### src/rtl/rf_wb_scheduler.sv
`default_nettype none
// +--------------------------------------------------------------------------+
// | rf_wb_scheduler                                                          |
// | Round-robin EX/LD writeback arbiter plus busy scoreboard for the integer |
// | register file. Optional feature macro: RF_WB_SCHEDULER_BYPASS_EN.        |
// | Revision: 1.0                                                            |
// +--------------------------------------------------------------------------+
module rf_wb_scheduler #(
  parameter int XLEN = 32,
  parameter int NREG = 32
) (
  input  logic            clk,
  input  logic            rst_n,
  input  logic            iss_valid,
  input  logic [4:0]      iss_rd,
  output logic            iss_ready,
  input  logic            ex_valid,
  input  logic [4:0]      ex_rd,
  input  logic [XLEN-1:0] ex_data,
  output logic            ex_ready,
  input  logic            ld_valid,
  input  logic [4:0]      ld_rd,
  input  logic [XLEN-1:0] ld_data,
  output logic            ld_ready,
  input  logic [4:0]      rs1_addr,
  input  logic [4:0]      rs2_addr,
  output logic            rs1_busy,
  output logic            rs2_busy,
  output logic            rs1_fwd_valid,
  output logic            rs2_fwd_valid,
  output logic [XLEN-1:0] rs1_fwd_data,
  output logic [XLEN-1:0] rs2_fwd_data,
  output logic            rf_we,
  output logic [4:0]      rf_waddr,
  output logic [XLEN-1:0] rf_wdata,
  output logic [NREG-1:0] busy_vec
);

  localparam logic [4:0] c_X0 = 5'd0;

  logic [NREG-1:1] r_busy;
  logic [NREG-1:1] w_busy_nxt;
  logic [NREG-1:0] w_busy_all;
  logic            r_pri;
  logic            r_we;
  logic [4:0]      r_waddr;
  logic [XLEN-1:0] r_wdata;

  logic            w_grant_any;
  logic [4:0]      w_grant_rd;
  logic [XLEN-1:0] w_grant_data;
  logic            w_set;
  logic            w_rs1_hit;
  logic            w_rs2_hit;

  assign w_busy_all = {r_busy, 1'b0};
  assign busy_vec   = w_busy_all;

  // x0 reads as never busy, so an issue to x0 is always accepted.
  assign iss_ready = ~w_busy_all[iss_rd];
  assign w_set     = iss_valid && iss_ready && (iss_rd != c_X0);

  // Grant depends only on the two valids and the round-robin pointer.
  assign ex_ready = ex_valid && (!ld_valid || !r_pri);
  assign ld_ready = ld_valid && (!ex_valid ||  r_pri);

  assign w_grant_any  = ex_ready || ld_ready;
  assign w_grant_rd   = ld_ready ? ld_rd   : ex_rd;
  assign w_grant_data = ld_ready ? ld_data : ex_data;

  always_comb begin
    w_busy_nxt = r_busy;
    for (int r = 1; r < NREG; r++) begin
      if (r_we && (r_waddr == 5'(r))) begin
        w_busy_nxt[r] = 1'b0;
      end
      if (w_set && (iss_rd == 5'(r))) begin
        w_busy_nxt[r] = 1'b1;
      end
    end
  end

  always_ff @(posedge clk or negedge rst_n) begin
    if (!rst_n) begin
      r_busy <= '0;
    end else begin
      r_busy <= w_busy_nxt;
    end
  end

  // Pointer always moves to whoever did not just win.
  always_ff @(posedge clk or negedge rst_n) begin
    if (!rst_n) begin
      r_pri <= 1'b0;
    end else if (ex_valid && ld_valid) begin
      r_pri <= ~r_pri;
    end else if (ex_valid) begin
      r_pri <= 1'b1;
    end else if (ld_valid) begin
      r_pri <= 1'b0;
    end
  end

  // A granted x0 writeback is consumed without touching the write port.
  always_ff @(posedge clk or negedge rst_n) begin
    if (!rst_n) begin
      r_we    <= 1'b0;
      r_waddr <= '0;
      r_wdata <= '0;
    end else begin
      r_we <= w_grant_any && (w_grant_rd != c_X0);
      if (w_grant_any && (w_grant_rd != c_X0)) begin
        r_waddr <= w_grant_rd;
        r_wdata <= w_grant_data;
      end
    end
  end

  assign rf_we    = r_we;
  assign rf_waddr = r_waddr;
  assign rf_wdata = r_wdata;

`ifdef RF_WB_SCHEDULER_BYPASS_EN
  assign w_rs1_hit     = r_we && (r_waddr != c_X0) && (rs1_addr == r_waddr);
  assign w_rs2_hit     = r_we && (r_waddr != c_X0) && (rs2_addr == r_waddr);
  assign rs1_fwd_valid = w_rs1_hit;
  assign rs2_fwd_valid = w_rs2_hit;
  assign rs1_fwd_data  = w_rs1_hit ? r_wdata : '0;
  assign rs2_fwd_data  = w_rs2_hit ? r_wdata : '0;
`else
  assign w_rs1_hit     = 1'b0;
  assign w_rs2_hit     = 1'b0;
  assign rs1_fwd_valid = 1'b0;
  assign rs2_fwd_valid = 1'b0;
  assign rs1_fwd_data  = '0;
  assign rs2_fwd_data  = '0;
`endif

  assign rs1_busy = w_busy_all[rs1_addr] && !w_rs1_hit;
  assign rs2_busy = w_busy_all[rs2_addr] && !w_rs2_hit;

endmodule
`default_nettype wire

### config.mk
export PLATFORM = sky130hd
export DESIGN_NAME = rf_wb_scheduler
export DESIGN_NICKNAME = d
export VERILOG_FILES = /design/src/rtl/rf_wb_scheduler.sv
export SDC_FILE = /design/constraint.sdc
export NUM_CORES = 1
export LEC_CHECK = 0
export BUFFER_PORTS_ARGS = -buffer_cell sky130_fd_sc_hd__buf_4
export CORE_MARGIN = 4
export CORE_UTILIZATION = 42
export DETAILED_ROUTE_END_ITERATION = 8
export PLACE_DENSITY = 0.75
export SYNTH_ARGS = -nofsm -noshare
export SYNTH_HDL_FRONTEND = slang
export SYNTH_SLANG_ARGS = --single-unit
### constraint.sdc
create_clock -name clk -period 2.7 [get_ports clk]
set_clock_uncertainty 0.2 [all_clocks]
set_input_delay 0.54 -clock clk [delete_from_list [all_inputs] [get_ports clk]]
set_output_delay 0.54 -clock clk [all_outputs]
set_load 0.01 [all_outputs]
==> impl_metrics.yaml <==
run_status:
  status: "finished, violations left"
  violations: "setup timing"
setup_path:
  crit_required_ns: 1.96
  crit_chain: "mux4_2 > mux4_2 > mux2_4 > buf_6"
  criticalPathCategory: "reg2out"
  r2r.worst_path.cells: 6
  critical_path_arrival_ns: 2.16
  cp-start-kind: "flop"
  crit_top_cell: "mux4_2"
  crit_fanout: 4
  cpPeakStageDelay_ns: 0.49
  worst_setup_path_end_kind: "output pin"
  slowest_stage: "mux4_2"
place:
  port_buffers: 167
  placed_cell_area_mm2: 0.005802
  place_ws_ns: -0.1892
  gp_congestion: 0.8986
  hpwlAfterDp_um: 10400
die:
  ios: 235
  rows: 37
  die_w_um: 112.5
  die_h_um: 112.5
  core_area_mm2: 0.01046
  start_util_pct: 43.82
  fp.dieArea_mm2: 0.01265
synth:
  ys_ff_latch: 70
  synthTopCellsByArea: "dfrtp_1, mux2_2, buf_4"
  synthCells: 399
  syn_area_mm2: 0.004584
  seq_area_frac_synth_pct: 38.21
  synth_top_cell_by_area: "dfrtp_1"
  synth_top_area_share_pct: 38.21
  yosysUniqueCellTypes: 37
  yosys_warnings: 0
  avgSynthCellArea_um2: 11.49
timing:
  hold_violations: 0
  tns_ns: -0.4980
  fin_crit_sh_pct: 107.4
  rsz0062_at_grt: "yes"
  slew_violations: 0
  setup_violations: 3
  fin_crit_ns: 2.900
  maxSlewHeadroom_pct: 40.83
  setup_ws_ns: -0.1999
  fmax_mhz: 344.8
  tightest_slew_ns: 0.8875
cts:
  clock_path_buffers: 2
  tritoncts: "built"
  clk_pin_slew_ns: 0.07
  clkSinkCount: 70
  clockRootBuffer: "clkbuf_8"
  insertion_delay_ns: 0.35
  htreeDepth: 3
  numCtsBuffers: 9
power_and_ir_drop:
  powerDensity_mw_per_mm2: 789.6
  leakage_nw: 2.825
  irDropWorstVdd_mv: 0.4303
cells_and_area:
  fin_nets: 680
  design_area_mm2: 0.006117
  layout_commonest_cell: "buf_4"
  layout-drive-gt1-share_pct: 54.33
  area_delta_synth_final_pct: 33.43
  diodes: 0
  final_cell_mix: "buf_4, mux2_2, conb_1"
  fin_util_pct: 58.47
drt:
  vias: 3848
  vias_per_cell: 5.308
  met2_length_um: 6460
  drt_iter0_drc: 220
  drcViolationCount: 0
  dr.max_layer_used: "met4"
  wl_per_cell_um: 18.70
  drt-total-wl_um: 13550
  wl_met1_um: 4879
  ant_nets: 0
  wl_met3_um: 1992
  firstDrtPassIters: 5
global_route:
  antenna_found_initial: 0
  grt_max_degree: 71
  grt_pass1_wl_um: 20990
  grtUsageTotal_pct: 20.99
  grt_pass1_vias: 4043
  overflow: 0
job:
  max-cap-violations: 0
worst_hold_path:
  worstHoldPathType: "in2async"
[synth_stat cells]
cell      number
buf_1          3
or4_1          2
nand2b_1       5
nand4_1        2
o31ai_1       31
and2_1         1
a31oi_1        1
mux4_2        22
conb_1         1
o21bai_1       1
and3_1         1
buf_4         67
mux2_2        75
dfrtp_1       70
o22ai_1        1
nor2b_1        6
a221o_1        1
or2_2          1
inv_2          1
nor2_1         5
mux4_1         1
a21o_1         2
o32a_2         1
or2_0          1
o21ai_0       35
a21boi_0       1
nand3b_1       2
a311o_1        1
nand2_1       16
nand3_1       12
buf_6          4
buf_2          5
clkbuf_1      10
inv_1          4
mux2i_1        5
o311ai_0       1
nor4_1         1
[sequential cells by signal (all words and copies together), names as in the netlist]
signal / flops
rf_waddr: 5
r_pri: 1
rf_we: 1
rf_wdata: 32
r_busy: 31
[cell families (layout without fill, tap and decap cells)]
logic type / Yosys count / after routing / synth area share (%)
other: 1 / 67 / 0.08180
muxes: 103 / 103 / 30.90
and+or+nand+nor: 55 / 55 / 6.141
buffers and inverters: 94 / 218 / 13.97
DFF: 70 / 70 / 38.21
AOI/OAI and AO/OA: 76 / 76 / 10.70
[worst max-delay path: cells and delay by family, from the launching register on]
family,cells,cell delay [ns]
buf+inv,1,0.12
flops,1,0.44
mux,3,1.25
[final cells by class]
type,instances,area [µm²]
clock buffer,12,145.1
inverter,5,18.77
fill,869,4345
multi-input combinational,301,2469
timing repair buffer,199,1545
sequential,70,1759
clock inverter,2,10.01
tap,136,170.2
[repair_timing]
| item | 4_1_cts | 5_1_grt |
|---|---|---|
| hold buffers | 0 | 0 |
| setup buffers | 10 | 3 |
| setup endpoints to repair | 3 | 3 |
| gates resized for setup | 8 | 11 |
| pin swaps | 0 | 5 |
[power by group]
part | leakage [nW] | switching, mW | internal (mW)
sequential | 0.819 | 0.366 | 1.37
combinational | 1.92 | 1.00 | 1.37
clock | 0.0821 | 0.376 | 0.346
[per-stage QoR]
| step | hold slack (ns) | power, mW | instances |
|---|---|---|---|
| after CTS | 0.1420 | 4.755 | 722 |
| after global placement | 0.2911 | 3.785 | 698 |
| after global routing | 0.1771 | 5.098 | 725 |
| after detailed placement | 0.2999 | 3.856 | 698 |
| final | 0.08942 | 4.830 | 725 |
| after floorplan | 0.04441 | 2.800 | 465 |
[path summary, 6_finish.rpt]
check / startpoint / to / slack [ns]
worst max-delay path: r_busy[31] / rs2_busy / -0.20
worst min-delay path: rst_n / r_busy[5] / 0.09
worst max register to register: r_busy[31] / r_busy[20] / 0.24
worst min register to register: rf_wdata[31] / rf_wdata[31] / 0.31
max in group asynchronous: rst_n / r_busy[17] / 1.56
min in group clk: ld_valid / r_pri / 0.21
[layer usage]
| metal | track usage, % | up-vias |
|---|---|---|
| met5 | 0 | - |
| met3 | 8.733 | 20 |
| met2 | 33.13 | 280 |
| li1 | - | 1713 |
| met1 | 25.75 | 1835 |
| met4 | 7.933 | 0 |
Power figures use the tool's default switching activity.
